==> config.mk <==
export PLATFORM = sky130hd
export DESIGN_NAME = uart_tx_fifo
export DESIGN_NICKNAME = d
export VERILOG_FILES = /design/src/rtl/uart_pkg.sv /design/src/rtl/sync_fifo.sv /design/src/rtl/uart_tx_fifo.sv
export SDC_FILE = /design/constraint.sdc
export NUM_CORES = 1
export LEC_CHECK = 0
export ABC_AREA = 1
export CAP_MARGIN = 15
export CORE_ASPECT_RATIO = 0.5
export CORE_MARGIN = 1.5
export CORE_UTILIZATION = 42
export DETAILED_ROUTE_END_ITERATION = 16
export DONT_BUFFER_PORTS = 1
export PLACE_DENSITY = 0.61
export SLEW_MARGIN = 20
export SYNTH_ARGS = -nofsm -noshare
export SYNTH_HDL_FRONTEND = slang
export SYNTH_SLANG_ARGS = --single-unit
==> constraint.sdc <==
create_clock -name baud_clk -period 3.5 [get_ports baud_clk]
set_clock_uncertainty 0.05 [all_clocks]
set_input_delay 0.875 -clock baud_clk [delete_from_list [all_inputs] [get_ports baud_clk]]
set_output_delay 0.875 -clock baud_clk [all_outputs]
set_load 0.05 [all_outputs]
==> src/rtl/uart_pkg.sv <==
// Shared UART definitions: frame FSM state encoding and parity mode codes,
// used by both the buffered transmitter and the matching receiver.
package uart_pkg;

   typedef enum logic [2:0] {
      ST_IDLE   = 3'd0,
      ST_START  = 3'd1,
      ST_DATA   = 3'd2,
      ST_PARITY = 3'd3,
      ST_STOP1  = 3'd4,
      ST_STOP2  = 3'd5
   } uart_state_e;

   typedef enum logic [2:0] {
      PAR_NONE  = 3'b000,
      PAR_EVEN  = 3'b001,
      PAR_ODD   = 3'b010,
      PAR_MARK  = 3'b011,
      PAR_SPACE = 3'b100
   } parity_e;

   // Reserved codes 101..111 fall back to no parity.
   function automatic parity_e decode_parity(input logic [2:0] mode);
      case (mode)
         3'b001:  return PAR_EVEN;
         3'b010:  return PAR_ODD;
         3'b011:  return PAR_MARK;
         3'b100:  return PAR_SPACE;
         default: return PAR_NONE;
      endcase
   endfunction

endpackage

==> src/rtl/sync_fifo.sv <==
// Single-clock word FIFO with registered full/empty/count flags.
// Push is ignored while full and pop while empty; the head word is always visible.
module sync_fifo #(
   parameter  int WIDTH = 9,
   parameter  int DEPTH = 8,
   localparam int PTR_W = $clog2(DEPTH),
   localparam int CNT_W = $clog2(DEPTH + 1)
) (
   input  logic             clk,
   input  logic             arst,
   input  logic             push,
   input  logic             pop,
   input  logic [WIDTH-1:0] wdata,
   output logic [WIDTH-1:0] rdata,
   output logic             full,
   output logic             empty,
   output logic [CNT_W-1:0] count
);

   logic [WIDTH-1:0] r_mem [DEPTH];
   logic [PTR_W-1:0] r_wr_ptr;
   logic [PTR_W-1:0] r_rd_ptr;
   logic [CNT_W-1:0] r_count;
   logic             r_full;
   logic             r_empty;
   logic             w_do_push;
   logic             w_do_pop;
   logic [CNT_W-1:0] w_count_nxt;

   // Full is judged on the registered flag, so a same-cycle pop never makes room.
   assign w_do_push = push && !r_full;
   assign w_do_pop  = pop && !r_empty;

   always_comb begin
      w_count_nxt = r_count;
      case ({w_do_push, w_do_pop})
         2'b10:   w_count_nxt = r_count + 1'b1;
         2'b01:   w_count_nxt = r_count - 1'b1;
         default: w_count_nxt = r_count;
      endcase
   end

   always_ff @(posedge clk or posedge arst) begin
      if (arst) begin
         r_wr_ptr <= '0;
         r_rd_ptr <= '0;
         r_count  <= '0;
         r_full   <= 1'b0;
         r_empty  <= 1'b1;
      end else begin
         if (w_do_push) r_wr_ptr <= r_wr_ptr + 1'b1;
         if (w_do_pop)  r_rd_ptr <= r_rd_ptr + 1'b1;
         r_count <= w_count_nxt;
         r_full  <= (w_count_nxt == CNT_W'(DEPTH));
         r_empty <= (w_count_nxt == '0);
      end
   end

   always_ff @(posedge clk) begin
      if (w_do_push) r_mem[r_wr_ptr] <= wdata;
   end

   assign rdata = r_mem[r_rd_ptr];
   assign full  = r_full;
   assign empty = r_empty;
   assign count = r_count;

endmodule

==> src/rtl/uart_tx_fifo.sv <==
// Buffered UART transmitter: FIFO-fed, LSB-first, runtime data length / parity /
// stop bits latched per frame; frames abut with no idle gap while words are queued.
module uart_tx_fifo
   import uart_pkg::*;
#(
   parameter  int MAX_DATA_W = 9,
   parameter  int FIFO_DEPTH = 8,
   parameter  int LEN_W      = $clog2(MAX_DATA_W + 1),
   localparam int CNT_W      = $clog2(FIFO_DEPTH + 1)
) (
   input  logic                  baud_clk,
   input  logic                  arst,
   input  logic                  wr_en,
   input  logic [MAX_DATA_W-1:0] wr_data,
   input  logic [LEN_W-1:0]      data_len,
   input  logic [2:0]            parity_mode,
   input  logic                  stop_bits,
   input  logic                  ovf_clr,
   output logic                  tx,
   output logic                  tx_active,
   output logic                  tx_done,
   output logic                  full,
   output logic                  empty,
   output logic [CNT_W-1:0]      fifo_count,
   output logic                  overflow
);

   function automatic logic [LEN_W-1:0] clamp_len(input logic [LEN_W-1:0] len);
      if (len < LEN_W'(5) || len > LEN_W'(MAX_DATA_W)) return LEN_W'(MAX_DATA_W);
      return len;
   endfunction

   function automatic logic [MAX_DATA_W-1:0] mask_word(input logic [MAX_DATA_W-1:0] w,
                                                       input logic [LEN_W-1:0]      len);
      logic [MAX_DATA_W-1:0] m;
      m = '0;
      for (int i = 0; i < MAX_DATA_W; i++) if (i < int'(len)) m[i] = w[i];
      return m;
   endfunction

   function automatic logic parity_bit(input parity_e mode, input logic [MAX_DATA_W-1:0] w);
      case (mode)
         PAR_EVEN: return ^w;
         PAR_ODD:  return ~^w;
         PAR_MARK: return 1'b1;
         default:  return 1'b0;
      endcase
   endfunction

   uart_state_e           r_state;
   uart_state_e           w_state_nxt;
   logic [MAX_DATA_W-1:0] r_shift;
   logic [MAX_DATA_W-1:0] w_shift_nxt;
   logic [LEN_W-1:0]      r_bit_cnt;
   logic [LEN_W-1:0]      r_len;
   parity_e               r_mode;
   logic                  r_stop2;
   logic                  r_par;
   logic                  r_tx;
   logic                  r_overflow;
   logic                  w_tx_nxt;
   logic                  w_pop;
   logic                  w_final;
   logic [MAX_DATA_W-1:0] w_head;
   logic [LEN_W-1:0]      w_len_cfg;
   parity_e               w_mode_cfg;
   logic [MAX_DATA_W-1:0] w_word_cfg;

   sync_fifo #(
      .WIDTH (MAX_DATA_W),
      .DEPTH (FIFO_DEPTH)
   ) u_fifo (
      .clk   (baud_clk),
      .arst  (arst),
      .push  (wr_en),
      .pop   (w_pop),
      .wdata (wr_data),
      .rdata (w_head),
      .full  (full),
      .empty (empty),
      .count (fifo_count)
   );

   // Configuration as it will be latched if a pop happens this cycle.
   assign w_len_cfg  = clamp_len(data_len);
   assign w_mode_cfg = decode_parity(parity_mode);
   assign w_word_cfg = mask_word(w_head, w_len_cfg);
   assign w_final    = (r_state == ST_STOP2) || (r_state == ST_STOP1 && !r_stop2);

   always_comb begin
      w_state_nxt = r_state;
      w_pop       = 1'b0;
      w_shift_nxt = r_shift;
      w_tx_nxt    = 1'b1;
      case (r_state)
         ST_IDLE: begin
            if (!empty) begin
               w_pop       = 1'b1;
               w_state_nxt = ST_START;
            end
         end
         ST_START:  w_state_nxt = ST_DATA;
         ST_DATA: begin
            w_shift_nxt = r_shift >> 1;
            if (r_bit_cnt == r_len - 1'b1) begin
               if (r_mode != PAR_NONE) w_state_nxt = ST_PARITY;
               else                    w_state_nxt = ST_STOP1;
            end
         end
         ST_PARITY: w_state_nxt = ST_STOP1;
         ST_STOP1:  if (r_stop2) w_state_nxt = ST_STOP2;
         ST_STOP2:  w_state_nxt = ST_IDLE;
         default:   w_state_nxt = ST_IDLE;
      endcase
      // Final stop bit chains straight into the next start bit when a word is queued.
      if (w_final) begin
         if (!empty) begin
            w_pop       = 1'b1;
            w_state_nxt = ST_START;
         end else begin
            w_state_nxt = ST_IDLE;
         end
      end
      if (w_pop) w_shift_nxt = w_word_cfg;
      case (w_state_nxt)
         ST_START:  w_tx_nxt = 1'b0;
         ST_DATA:   w_tx_nxt = w_shift_nxt[0];
         ST_PARITY: w_tx_nxt = r_par;
         default:   w_tx_nxt = 1'b1;
      endcase
   end

   always_ff @(posedge baud_clk or posedge arst) begin
      if (arst) begin
         r_state    <= ST_IDLE;
         r_tx       <= 1'b1;
         r_bit_cnt  <= '0;
         r_len      <= LEN_W'(MAX_DATA_W);
         r_mode     <= PAR_NONE;
         r_stop2    <= 1'b0;
         r_overflow <= 1'b0;
      end else begin
         r_state   <= w_state_nxt;
         r_tx      <= w_tx_nxt;
         r_bit_cnt <= (r_state == ST_DATA) ? r_bit_cnt + 1'b1 : '0;
         if (w_pop) begin
            r_len   <= w_len_cfg;
            r_mode  <= w_mode_cfg;
            r_stop2 <= stop_bits;
         end
         if (wr_en && full) r_overflow <= 1'b1;
         else if (ovf_clr)  r_overflow <= 1'b0;
      end
   end

   always_ff @(posedge baud_clk) begin
      r_shift <= w_shift_nxt;
      if (w_pop) r_par <= parity_bit(w_mode_cfg, w_word_cfg);
   end

   assign tx        = r_tx;
   assign tx_active = (r_state != ST_IDLE);
   assign tx_done   = w_final;
   assign overflow  = r_overflow;

endmodule

==> reports/results.ini <==
[status]
run_status=completed

[drt]
via_per_inst=4.74
wl_microns=10500
ant_nets=0
drtIter0Drc=189
vias=3453
wire_per_inst_microns=14.5
drc=0
first_pass_iters=4

[clock_tree]
ctsResizeCount=0
cts_buffers=9
root_buffer=clkbuf_16
clockBufferDepth=2
h-tree-depth=3
cts_sinks=111
insertion_delay_ps=350
path_clk_slew_ps=70
hold_buffers=0
cts_tree=yes
postCtsSetupBuffers=0

[setup_path]
cp_top_family=simple AND/OR/NAND/NOR gates
reg2reg_depth=8
r2r_slack_ps=780
cp-end-kind=flip-flop
crit_fanout=5
path_cells=nor2_1 -> inv_1 -> ha_1 -> fa_1 -> xor2_1 -> mux2_2 -> or3_1 -> nor2_1
startpoint_type=flip-flop
slowest_stage=dfrtp_1
cp.required_ps=3730
crit_end=u_fifo.full$_DFF_PP0_
critPathKind=reg -> reg
critPathMaxStageDelay_ps=590
worstReg2RegEnd=u_fifo.full$_DFF_PP0_
startpoint=u_fifo.full$_DFF_PP0_
critical_path_cell_count=8
cp_common_cell=nor2_1
arrival_ps=2950
r2r-start=u_fifo.full$_DFF_PP0_
cp.buffers_inverters=1

[sta]
fin_tns_setup_ps=0
fin_crit_ps=2720
max_slew_margin_pct=57.5
slew_viol_final=0
max_freq_mhz=367
layout_worst_path_cycle_share_pct=77.8
finalSetupViolCount=0
tightest_slew_ps=636
rsz0062_at_grt=no
finalHoldViolations=0

[placement]
place_congestion=0.760
placed_cells=713
io_buffers=0
post-dp-hpwl_microns=6880

[final_layout]
regArea_sq_mm=0.00318
area_delta_synth_final_pct=9.38
fillers=1098
nets=588
drive_gt1_share_pct=9.22
final_cells=729
multi_input_area_sq_mm=0.00164
antennaDiodeCount=0
final_util_pct=48.0

[logic_synthesis]
netlist_instances=549
yosysSeqAreaShare_pct=60.4
synth.top_cells.by_area=edfxtp_1 46%, nand2_1 12%, dfrtp_1 12%
yosysTopAreaCellShare_pct=46.2
syn-cell-area_sq_mm=0.00527
yosys_register_bits=111
ys_types=38
netlist.top_cell.by_area=edfxtp_1
yosys_warnings=0
synth_fp_nets=578
syn_area_per_cell_sq_um=9.60

[job]
cap_violations=0

[grt]
grt_max_degree=39
grt_pass1_vias=3200
grt_pass1_wl_microns=16700
antenna_found_initial=0
grt_remaining_overflow=0
gr-usage-all-layers_pct=17.1

[floorplan]
die_x_microns=161
fp-row-count=28
core_sq_mm=0.0120
die-area_sq_mm=0.0133
start_util_pct=43.9
ioPinCount=31
die_h_microns=82.2

[worst_hold_path]
hp-class=in -> async

[power]
leakage_nw=2.59
power_density_mw_per_mm2=926
vdd_drop_max_mv=0.354

## cells in the mapped netlist
library cell	n
nand2_1	168
edfxtp_1	81
inv_1	80
nand3_1	60
nor2_1	38
dfrtp_1	25
o21ai_0	20
xor2_1	8
ha_1	7
xnor2_1	6
buf_6	5
dfstp_2	4
nand3_2	4
nor3_1	4
buf_2	3
buf_4	3
nand2_2	3
o211ai_1	3
buf_8	2
clkbuf_1	2
inv_2	2
mux2_2	2
nor2_2	2
o21ai_1	2
o31ai_1	2
a21o_1	1
a21oi_1	1
and2_1	1
dfxtp_1	1
fa_1	1
inv_4	1
nor3_2	1
nor3b_1	1
o211ai_2	1
o22ai_1	1
o41ai_1	1
or2_2	1
or3_1	1
## power breakdown
| group | switching [mW] | internal, mW |
|---|---|---|
| Sequential | 0.289 | 1.78 |
| Combinational | 1.48 | 0.723 |
| Clock | 0.490 | 0.572 |
## flip-flops by register name (all words and copies together) (netlist names)
register / flops
u_fifo.r_wr_ptr: 3
r_stop2: 1
u_fifo.count: 4
u_fifo.r_mem: 72
r_state: 3
tx: 1
overflow: 1
r_par: 1
u_fifo.empty: 1
u_fifo.r_rd_ptr: 3
r_len: 4
r_mode: 3
r_shift: 9
u_fifo.full: 1
r_bit_cnt: 4
## kinds of logic (layout without fill, tap and decap cells)
logic type / after synthesis / count (layout) / synth area share, %
buf+inv: 98 / 113 / 8.45
mux: 2 / 2 / 0.427
simple gates: 284 / 284 / 22.8
compound gates: 32 / 32 / 3.56
fa+ha+maj: 8 / 8 / 2.04
xor+xnor: 14 / 14 / 2.33
flops: 111 / 111 / 60.4
## through the flow
stage	setup slack (ps)	cell area, sq um	hold WS [ps]	power (mW)
finish	778	5760	425	5.34
global route	577	5760	454	5.74
CTS	750	5760	441	5.37
detailed placement	557	5450	423	4.30
global placement	658	5450	417	4.26
floorplan	368	5270	398	3.82
## routing by layer
metal  track usage (%)  wire length (microns)  vias to the layer above
li1                  -                      -                     1787
met1              23.2                   5280                     1605
met2              27.4                   4650                       56
met3              4.50                    543                        5
met4              4.54                     66                        0
met5                 0                      0                        -
## layout by cell type (no fill, tap or decap), drive strengths merged, types with 2 or more instances in the layout
cell type,count
o31ai,2
mux2,2
xor2,8
nand3,64
nor3,5
clkinv,3
nand2,171
ha,7
nor2,40
inv,86
dfrtp,25
clkbuf,9
xnor2,6
edfxtp,81
buf,14
o21ai,22
o211ai,4
dfstp,4
## final cells by class
class	count	area share (%)
Tap cell	165	3.58
Multi-Input combinational cell	340	28.5
Timing Repair Buffer	14	1.82
Clock buffer	9	3.91
Sequential cell	111	55.2
Clock inverter	7	1.54
Inverter	83	5.45
## worst min path at each step
stage,startpoint,to,depth (start not counted)
global placement,r_mode[1]$_DFFE_PP0N_,r_mode[1]$_DFFE_PP0N_,2
finish,arst,r_stop2$_DFFE_PP0N_,1
detailed placement,r_mode[2]$_DFFE_PP0N_,r_mode[2]$_DFFE_PP0N_,2
global route,r_mode[2]$_DFFE_PP0N_,r_mode[2]$_DFFE_PP0N_,2
CTS,r_mode[0]$_DFFE_PP0N_,r_mode[0]$_DFFE_PP0N_,2
floorplan,r_mode[2]$_DFFE_PP0N_,r_mode[2]$_DFFE_PP0N_,2
Power figures use the tool's default switching activity.
